<file path="config.mk">
export PLATFORM = sky130hd
export DESIGN_NAME = dmem_arbiter
export DESIGN_NICKNAME = d
export VERILOG_FILES = /design/src/rtl/riscv_mem_pkg.sv /design/src/rtl/dmem_arb_pick.sv /design/src/rtl/dmem_arbiter.sv
export SDC_FILE = /design/constraint.sdc
export NUM_CORES = 1
export LEC_CHECK = 0
export CELL_PAD_IN_SITES_DETAIL_PLACEMENT = 0
export CELL_PAD_IN_SITES_GLOBAL_PLACEMENT = 1
export CORE_AREA = 3 3 140 115
export CTS_BUF_LIST = sky130_fd_sc_hd__clkbuf_8
export DETAILED_ROUTE_END_ITERATION = 10
export DIE_AREA = 0 0 143 118
export GPL_TIMING_DRIVEN = 0
export HOLD_SLACK_MARGIN = 0.15
export PLACE_DENSITY_LB_ADDON = 0.1
export SYNTH_ARGS = -nofsm -noshare
export SYNTH_HDL_FRONTEND = slang
export SYNTH_HIERARCHICAL = 1
export SYNTH_SLANG_ARGS = --single-unit
export TNS_END_PERCENT = 20
</file>
<file path="constraint.sdc">
create_clock -name clk -period 2.2 [get_ports clk]
set_input_delay 0.55 -clock clk [delete_from_list [all_inputs] [get_ports clk]]
set_output_delay 0.55 -clock clk [all_outputs]
set_load 0.01 [all_outputs]
</file>
<file path="src/rtl/riscv_mem_pkg.sv">
// Shared data-memory types: request bundle, port owner encoding, dmem geometry.
package riscv_mem_pkg;

    localparam int DMEM_ADDR_W = 10;
    localparam int DMEM_RD_LAT = 1;

    typedef struct packed {
        logic        we;
        logic [3:0]  be;
        logic [31:0] addr;
        logic [31:0] wdata;
    } mem_req_t;

    typedef enum logic [1:0] {
        OWN_NONE,
        OWN_CORE,
        OWN_DBG
    } owner_e;

endpackage

</file>
<file path="src/rtl/dmem_arb_pick.sv">
// Priority decision for the dmem port: core first, debug when locked,
// alone, or starved for MAX_WAIT consecutive cycles.
module dmem_arb_pick
    import riscv_mem_pkg::*;
#(
    parameter int MAX_WAIT = 4,
    parameter int CNT_W    = 4
) (
    input  logic             core_req,
    input  logic             dbg_req,
    input  logic             lock_q,
    input  logic [CNT_W-1:0] wait_cnt_q,
    output owner_e           owner
);

    logic starved;

    assign starved = (wait_cnt_q >= CNT_W'(MAX_WAIT));

    // A locked debug master keeps the port only while it is still requesting;
    // an idle locked cycle falls through so the core can win immediately.
    always_comb begin
        owner = OWN_NONE;
        if (dbg_req && (lock_q || !core_req || starved)) begin
            owner = OWN_DBG;
        end else if (core_req) begin
            owner = OWN_CORE;
        end
    end

endmodule

</file>
<file path="src/rtl/dmem_arbiter.sv">
// Arbiter for the single dmem port shared by the core memory stage and the
// debug/loader port. Holds the lock, starvation counter and read-return owner.
module dmem_arbiter
    import riscv_mem_pkg::*;
#(
    parameter int ADDR_W   = DMEM_ADDR_W,
    parameter int MAX_WAIT = 4,
    parameter int CNT_W    = 4
) (
    input  logic              clk,
    input  logic              reset,
    input  logic              core_req,
    input  logic              core_we,
    input  logic [3:0]        core_be,
    input  logic [31:0]       core_addr,
    input  logic [31:0]       core_wdata,
    output logic [31:0]       core_rdata,
    output logic              core_stall,
    input  logic              dbg_req,
    input  logic              dbg_we,
    input  logic [3:0]        dbg_be,
    input  logic [31:0]       dbg_addr,
    input  logic [31:0]       dbg_wdata,
    input  logic              dbg_lock,
    output logic              dbg_gnt,
    output logic              dbg_rvalid,
    output logic [31:0]       dbg_rdata,
    output logic              mem_we,
    output logic [3:0]        mem_be,
    output logic [ADDR_W-1:0] mem_a,
    output logic [31:0]       mem_wd,
    input  logic [31:0]       mem_rd
);

    logic                   lock_q, lock_d;
    logic [CNT_W-1:0]       wait_cnt_q, wait_cnt_d;
    logic [DMEM_RD_LAT-1:0] rd_owner_q, rd_owner_d, rd_issue;
    owner_e                 owner_raw, owner;
    mem_req_t               win_req;
    logic                   unused_addr_hi;

    dmem_arb_pick #(
        .MAX_WAIT (MAX_WAIT),
        .CNT_W    (CNT_W)
    ) u_pick (
        .core_req   (core_req),
        .dbg_req    (dbg_req),
        .lock_q     (lock_q),
        .wait_cnt_q (wait_cnt_q),
        .owner      (owner_raw)
    );

    // Reset forces the port idle so nothing reaches dmem while state is cleared.
    assign owner      = reset ? OWN_NONE : owner_raw;
    assign core_stall = core_req && !reset && (owner != OWN_CORE);
    assign dbg_gnt    = dbg_req && (owner == OWN_DBG);

    // Route the winner's request to dmem; an idle port drives all zeros.
    always_comb begin
        win_req = '0;
        case (owner)
            OWN_CORE: win_req = '{we: core_we, be: core_be, addr: core_addr, wdata: core_wdata};
            OWN_DBG:  win_req = '{we: dbg_we,  be: dbg_be,  addr: dbg_addr,  wdata: dbg_wdata};
            default:  win_req = '0;
        endcase
    end

    assign mem_we         = win_req.we;
    assign mem_be         = win_req.be;
    assign mem_a          = win_req.addr[ADDR_W-1:0];
    assign mem_wd         = win_req.wdata;
    assign unused_addr_hi = ^win_req.addr[31:ADDR_W];

    // dmem read data is registered, so the core sees it raw and debug only
    // when its own read was issued DMEM_RD_LAT cycles ago.
    assign core_rdata = reset ? '0 : mem_rd;
    assign dbg_rvalid = rd_owner_q[DMEM_RD_LAT-1] && !reset;
    assign dbg_rdata  = dbg_rvalid ? mem_rd : '0;

    // Next-state for lock, starvation counter and read-return tracking.
    always_comb begin
        lock_d = lock_q;
        if (dbg_gnt && dbg_lock) begin
            lock_d = 1'b1;
        end else if (lock_q && (!dbg_req || !dbg_lock)) begin
            lock_d = 1'b0;
        end

        wait_cnt_d = '0;
        if (dbg_req && !dbg_gnt) begin
            wait_cnt_d = (wait_cnt_q == {CNT_W{1'b1}}) ? wait_cnt_q : wait_cnt_q + 1'b1;
        end

        rd_issue    = '0;
        rd_issue[0] = dbg_gnt && !dbg_we;
        rd_owner_d  = (rd_owner_q << 1) | rd_issue;
    end

    // State registers; reset drops the lock and any pending debug read.
    always_ff @(posedge clk or posedge reset) begin
        if (reset) begin
            lock_q     <= 1'b0;
            wait_cnt_q <= '0;
            rd_owner_q <= '0;
        end else begin
            lock_q     <= lock_d;
            wait_cnt_q <= wait_cnt_d;
            rd_owner_q <= rd_owner_d;
        end
    end

endmodule

</file>
# After elaboration in Yosys (flattened, before gate mapping)
# Cells that the tools add are included.
# totals
mem_bits_rw	0
output_inout_bits	114
regBits	6
memories	0
romBits	0
in_bits	175
latchBits	0
# op_classes
n_mul	0
shifts	0
n_bitwise	0
eq_ne	5
order_cmp	1
muxes	10
n_reduce_logical	19
div_mod_pow	0
add_sub_neg	1
# op_table
operator	n
case mux 69 bit (2 select lines)	1
2-to-1 mux 32 bit	2
logical AND 1 bit	9
2-to-1 mux 4 bit	2
logical NOT 1 bit	6
adder 4 x 1 -> 4 bit (second input constant)	1
== test 4 bit (second input constant)	1
greater-or-equal comparator 4 x 3 -> 1 bit (second input constant)	1
2-to-1 mux 2 bit	2
logical OR 1 bit	3
2-to-1 mux 1 bit	3
== test 2 x 1 -> 1 bit (second input constant)	1
== test 2 bit (second input constant)	1
inequality test 2 x 1 -> 1 bit (second input constant)	1
inequality test 2 bit (second input constant)	1
nonzero test 2 bit	1

# Depth between registers and ports, before layout
# Gate-level depths: netlist of the first run.
# depth
depth_word	11
ltp_mapped	9
depth_no_buf	7

# Modules after synthesis
# Netlist of the first run, hierarchy kept.
# modules_own_cells
mod	area_each_um2	seq_area_each_um2	instances	cells_per_inst
dmem_arbiter	1443.9	150.1	1	213
dmem_arb_pick	26.3	0.0	1	4

# Worst setup path after synthesis of the first run
# OpenSTA, ideal clock, no wires.
# synth_path
path_type	input port to output port
startpoint	input dbg_req
endpoint	output mem_a[1]
path_slack_ns	-0.073
required_time_ns	1.650
arrival_time_ns	1.723
cell_stages	8
n_path_buf	2
path_cell_list	inv_1 a21oi_1 nor2b_1 inv_1 ha_1 buf_2 clkbuf_1 nor2_1
# synth_between
elab_chain_cells	5
word_cells_on_any_way	6
# synth_rtl
item	line	rtl
from (decl)	dmem_arbiter.sv:19	input logic dbg_req,
logical AND 1 bit (*)	dmem_arb_pick.sv:24	if (dbg_req && (lock_q || !core_req || starved)) begin
2-to-1 mux 2 bit (*)	dmem_arb_pick.sv:24	
via owner_raw[1]	dmem_arbiter.sv:38	owner_e owner_raw, owner;
2-to-1 mux 2 bit (*)	dmem_arbiter.sv:54	assign owner = reset ? OWN_NONE : owner_raw;
== test 2 bit or == test 2 x 1 -> 1 bit (tied branches)	dmem_arbiter.sv:61	case (owner)
case mux 69 bit (2 select lines) (*)	dmem_arbiter.sv:61	
to (decl)	dmem_arbiter.sv:30	output logic [ADDR_W-1:0] mem_a,
# The timed path passes the listed nets; every way through them passes the cells marked *.

# Worst setup path in the final report of the first run
# layout_path
startpoint	input core_req
endpoint	output mem_wd[30]
# layout_between
elab_chain_cells	8
word_cells_on_any_way	10
# layout_rtl
item	line	rtl
from (decl)	dmem_arbiter.sv:12	input logic core_req,
logical NOT 1 bit (*)	dmem_arb_pick.sv:24	
logical OR 1 bit (*) (2 in a row)	dmem_arb_pick.sv:24	
logical AND 1 bit (*)	dmem_arb_pick.sv:24	
2-to-1 mux 2 bit (*)	dmem_arb_pick.sv:24	
via owner_raw[1]	dmem_arbiter.sv:38	
2-to-1 mux 2 bit (*)	dmem_arbiter.sv:54	
== test 2 bit or == test 2 x 1 -> 1 bit (tied branches)	dmem_arbiter.sv:61	
case mux 69 bit (2 select lines) (*)	dmem_arbiter.sv:61	
to (decl)	dmem_arbiter.sv:31	output logic [31:0] mem_wd,
# Marked as above.

==> impl_metrics.json, run 1 <==
{
  "p_per_area_nw_per_um2": 231,
  "antenna_found_initial": 0,
  "design_area_sq_um": 4840,
  "dieArea_sq_um": 16900,
  "crit_chain": "clkdlybuf4s15_2 > a21oi_1 > nor2b_4 > buf_4 > ha_4 > buf_6 > a22oi_1 > nor2_1 > clkdlybuf4s15_2",
  "viasPerCell": 3.88,
  "die_w_um": 143,
  "crit_fanout": 10,
  "grt_pass1_wl_mm": 14.8,
  "yosys_warnings": 6,
  "slew_violations": 0,
  "max_freq_mhz": 393,
  "drtIter0Drc": 49,
  "htreeDepth": 1,
  "slowest_delay_ps": 230,
  "clk_pin_slew_ps": 40,
  "numCtsBuffers": 3,
  "layout_common_cells": "clkdlybuf4s50_1 (128), dlygate4sd2_1 (64), and2_1 (33)",
  "coreArea_sq_um": 14900,
  "dp_hpwl_mm": 8.36,
  "clockBufferDepth": 2,
  "grt_overflow": 0,
  "setup_slack_ps": -344,
  "finalPower_mw": 1.12,
  "synth.distinct_cells": 28,
  "worst_ep_required_time_ps": 1650,
  "setup_viol": 49,
  "die_y_um": 118,
  "synth_edf_count": 0,
  "ys_ff_latch": 6,
  "holdCritPathClass": "in2async",
  "drtPass1Iterations": 4,
  "hold_buffers": 0,
  "gp_congestion": 0.711,
  "period_needed_ps": 2540,
  "slowest_stage": "clkdlybuf4s15_2",
  "start_kind": "input pin",
  "slew_headroom_pct": 78.0,
  "cts_tree": "built",
  "antennaDiodeCount": 0,
  "fin_nets": 660,
  "cp_common_cell": "clkdlybuf4s15_2",
  "violations": "setup timing",
  "critical_path_class": "in2out",
  "syn_avg_cell_area_sq_um": 6.77,
  "drive_above_1_share_pct": 37.9,
  "clock_sinks": 6,
  "cts_root_buf": "clkbuf_8",
  "grt_util_all_layers_pct": 11.0,
  "routedWlPerCell_um": 15.2,
  "hold_viol_final": 0,
  "synth_cells": 217,
  "drtAntennaViolNets": 0,
  "syn_nets": 395,
  "io_buffers": 244,
  "layout_commonest_cell": "clkdlybuf4s50_1",
  "crit_arrival_ps": 1990,
  "drcViolationCount": 0,
  "async_flop_share_pct": 100,
  "grt_max_degree": 11,
  "synthFlopType": "dfrtp_1",
  "initial_core_util_pct": 9.89,
  "clock-skew-final_ps": 5.27,
  "ir_worst_vdd_v": 0.000152,
  "post-route-period-util_pct": 116,
  "vias": 2593,
  "routed_wl_mm": 10.2,
  "finish.utilization_pct": 32.6,
  "status": "finished with violations",
  "end_kind": "output pin",
  "synthesis.area_sq_um": 1470,
  "grt_pass1_vias": 2575,
  "area.growth.synth_to_final_pct": 229,
  "rsz0062_at_grt": "true",
  "dpl-instance-area_sq_um": 4340,
  "insertion_delay_ps": 220,
  "maxCapViolCount": 0,
  "tightestPinTransition_ps": 330,
  "leakage_nw": 2.11,
  "fp-row-count": 40,
  "seq_area_frac_synth_pct": 10.2,
  "pin_count": 289
}
## layout make-up
class / instances / area, sq um
multi-input combinational: 185 / 1570
sequential: 6 / 153
fill: 1579 / 10000
clock buffer: 3 / 41.3
buffer: 21 / 305
tap: 189 / 236
timing repair buffer: 261 / 2520
inverter: 4 / 15.0
## registers in the layout, summed over array words and instances, names as in the netlist
| signal | count |
|---|---|
| lock_q | 1 |
| rd_owner_q | 1 |
| wait_cnt_q | 4 |
## worst max-delay path: cells and delay by family
kind | cells | cell delay [ps]
AO/OA/AOI/OAI | 2 | 240
adder cells (fa/ha/maj) | 1 | 210
AND/OR/NAND/NOR | 2 | 260
buffers and inverters | 4 | 710
## per-stage QoR
stage	hold WS [ps]	setup WS, ps	cells	TNS (ps)
after floorplan	465	-32.4	217	-957
after global placement	534	-1590	650	-118420
after detailed placement	536	-1570	650	-113040
after CTS	503	-378	668	-15530
final	483	-344	669	-13990
after global routing	526	-455	669	-19170
## where the power goes
group	switching [mW]	internal, mW
sequential	0.00593	0.117
clock	0.0440	0.117
combinational	0.325	0.510
total	0.375	0.744
## cell usage after synthesis (all sizes together), types with 2 or more instances
cell type  instances  area share [%]
a21oi              2            0.68
a22oi             47              24
and2              33              14
and2b              2             1.0
buf               12             5.4
clkbuf            10             2.6
dfrtp              6              10
ha                 3             2.6
inv                4             1.0
nand3b             2             1.0
nor2              48              12
nor2b             34              18
nor3               2             1.0
## routing by layer
metal  GRT usage [%]  vias to the layer above  part of all wire, %
li1                -                     1282                    -
met1            13.5                     1190                   41
met2            20.0                      115                   51
met3            2.19                        6                  7.0
met4            1.96                        0                  1.2
met5               0                        -                    0
## timing repair
action / in CTS / in global routing
setup endpoints to repair: 120 / 49
gates cloned: 5 / 1
buffers inserted: 11 / 1
resized for setup: 373 / 18
pin swaps: 34 / 22
## worst paths after layout
kind	from	endpoint	slack, ps	cells after the start
max reg2reg	wait_cnt_q[2]$_DFFE_PP0P_	wait_cnt_q[2]$_DFFE_PP0P_	440	8
max in group asynchronous	reset	wait_cnt_q[2]$_DFFE_PP0P_	1500	3
min in group clk	lock_q$_DFFE_PP0P_	lock_q$_DFFE_PP0P_	580	1
min reg2reg	lock_q$_DFFE_PP0P_	lock_q$_DFFE_PP0P_	580	1
max	core_req	mem_wd[30]	-340	9
min	reset	wait_cnt_q[1]$_DFFE_PP0P_	480	3
## logic make-up after synthesis
family | Yosys count | synth area share (%)
mux | 1 | 0.681
compound gates | 54 | 27.4
flops | 6 | 10.2
buf+inv | 26 | 8.94
fa+ha+maj | 3 | 2.55
simple gates | 127 | 50.2
Power figures use the tool's default switching activity.
==> run 2, diff against run 1 <==
--- a/config.mk
+++ b/config.mk
@@ -14,6 +14,7 @@
 export GPL_TIMING_DRIVEN = 0
 export HOLD_SLACK_MARGIN = 0.15
 export PLACE_DENSITY_LB_ADDON = 0.1
+export RECOVER_POWER = 25
 export SYNTH_ARGS = -nofsm -noshare
 export SYNTH_HDL_FRONTEND = slang
 export SYNTH_HIERARCHICAL = 1
==> run 2 against run 1 <==
The flow still finishes with violations (setup timing). Worst setup slack about the same. Routed wire length increased by 0.19%. Clock-buffer cell count unchanged. Worst hold slack improved by 1.8 ps. Largest power group unchanged. Highest routed layer unchanged.
==> impl_metrics.json, run 2 (same netlist as run 1, synthesis figures left out) <==
{
  "drcViolationCount": 0,
  "drive_above_1_share_pct": 36.9,
  "finish.utilization_pct": 32.5,
  "area.growth.synth_to_final_pct": 229,
  "setup_slack_ps": -344,
  "p_per_area_nw_per_um2": 231,
  "setup_viol": 51,
  "max_freq_mhz": 393,
  "critical_path_class": "in2out",
  "htreeDepth": 1,
  "highest_layer": "met4",
  "vias": 2591,
  "violations": "setup timing",
  "wl_met2_mm": 5.22,
  "clk_pin_slew_ps": 40,
  "clock-skew-final_ps": 5.27,
  "p_comb_share_pct": 74.6,
  "n_fill_cell": 1582,
  "dp_hpwl_mm": 8.36,
  "grt_pass1_wl_mm": 14.8,
  "status": "finished with violations",
  "layout.cells.non_filler": 669,
  "period_needed_ps": 2540,
  "antennaDiodeCount": 0,
  "layout_commonest_cell": "clkdlybuf4s50_1",
  "rsz0062_at_grt": "true",
  "clockBufferDepth": 2,
  "routed_wl_mm": 10.2,
  "p_seq_share_pct": 11.0,
  "grt_util_all_layers_pct": 11.0,
  "p_sw_mw": 0.374,
  "holdWs_ps": 485,
  "die_w_um": 143,
  "insertion_delay_ps": 220,
  "largest_register": "wait_cnt_q",
  "crit_fanout": 10,
  "antenna_found_initial": 0,
  "initial_core_util_pct": 9.89,
  "grt_overflow": 0,
  "gp_congestion": 0.711,
  "clock_sinks": 6,
  "end_kind": "output pin",
  "routedWlPerCell_um": 15.2,
  "numCtsBuffers": 3,
  "cts_tree": "built",
  "multiInputGateArea_sq_um": 1560,
  "layout_common_cells": "clkdlybuf4s50_1 (126), dlygate4sd2_1 (64), and2_1 (33)",
  "design_area_sq_um": 4830,
  "die_y_um": 118,
  "fp-row-count": 40,
  "p_int_mw": 0.742,
  "cts_root_buf": "clkbuf_8",
  "swShare_pct": 33.5,
  "tightestPinTransition_ps": 343,
  "wirelength_met1_mm": 4.15,
  "leakage_nw": 2.10,
  "slew_violations": 0,
  "drtPass1Iterations": 4,
  "grt_max_degree": 11,
  "clkPwrFrac_pct": 14.4,
  "dp.cells": 650,
  "drtAntennaViolNets": 0,
  "slew_headroom_pct": 77.1,
  "reg_top3": "wait_cnt_q x4, lock_q x1, rd_owner_q x1",
  "fin_nets": 660,
  "dpl-instance-area_sq_um": 4340,
  "drtIter0Drc": 52,
  "worst_ep_required_time_ps": 1650,
  "largest_reg_flops": 4,
  "pin_count": 289,
  "ir_worst_vdd_v": 0.000152,
  "grt_pass1_vias": 2575,
  "wl_met3_um": 693,
  "holdCritPathClass": "in2async",
  "dieArea_sq_um": 16900,
  "post-route-period-util_pct": 116,
  "coreArea_sq_um": 14900,
  "maxCapViolCount": 0,
  "start_kind": "input pin",
  "io_buffers": 244,
  "seq_area_sq_um": 153,
  "hold_viol_final": 0,
  "crit_arrival_ps": 1990,
  "viasPerCell": 3.87
}
==> run 2: changes by cell type in the layout (fill, tap and decap cells not counted), sizes merged <==
cell	change
clkdlybuf4s50	-2
dlygate4sd3	+2
==> run 2: critical path, cell delays in order <==
cell and delay (ps):
clkdlybuf4s15_2 200, a21oi_1 160, nor2b_4 170, buf_4 120
ha_4 210, buf_6 160, a22oi_1 80, nor2_1 90
clkdlybuf4s15_2 230
==> run 2: final cells by class <==
| cell class | count | area share [%] |
|---|---|---|
| multi-input combinational | 185 | 32.3 |
| clock buffer | 3 | 0.855 |
| timing repair buffer | 261 | 52.2 |
| tap | 189 | 4.90 |
| inverter | 4 | 0.311 |
| sequential | 6 | 3.16 |
| buffer | 21 | 6.32 |
==> run 2: timing repair <==
item	in CTS	in global routing
gates resized for setup	373	18
hold buffers	0	0
hold endpoints to repair	0	0
setup buffers	11	1
gates cloned	5	1
pin swaps	34	22
endpoints found under the setup margin	120	49
==> run 2: layer usage <==
| layer | GRT usage (%) | vias up |
|---|---|---|
| met4 | 1.96 | 0 |
| li1 | - | 1281 |
| met5 | 0 | - |
| met2 | 20.0 | 115 |
| met3 | 2.19 | 6 |
| met1 | 13.5 | 1189 |
==> run 2: worst paths after layout <==
| kind | startpoint | to | slack (ps) | cells past startpoint |
|---|---|---|---|---|
| max in group asynchronous | reset | wait_cnt_q[2]$_DFFE_PP0P_ | 1500 | 3 |
| hold / removal | reset | wait_cnt_q[1]$_DFFE_PP0P_ | 480 | 3 |
| setup reg to reg | wait_cnt_q[2]$_DFFE_PP0P_ | wait_cnt_q[2]$_DFFE_PP0P_ | 440 | 8 |
| setup / recovery | core_req | mem_wd[30] | -340 | 9 |
| hold reg to reg | lock_q$_DFFE_PP0P_ | lock_q$_DFFE_PP0P_ | 580 | 1 |
| min in group clk | lock_q$_DFFE_PP0P_ | lock_q$_DFFE_PP0P_ | 580 | 1 |
==> run 2: power groups by stage <==
stage	Combinational (mW)	Clock [mW]	Sequential, mW
2_1_floorplan	0.262	0	0.123
3_3_place_gp	0.686	0	0.125
3_5_place_dp	0.686	0	0.125
4_1_cts	0.826	0.165	0.123
5_1_grt	0.892	0.173	0.123
6_report	0.833	0.161	0.123
==> run 2: through the flow <==
stage	power, mW	setup WS [ps]	TNS, ps
floorplan	0.385	-32.4	-957
global placement	0.810	-1590	-118420
detailed placement	0.811	-1570	-113040
CTS	1.11	-378	-15530
global route	1.19	-455	-19250
finish	1.12	-344	-14040
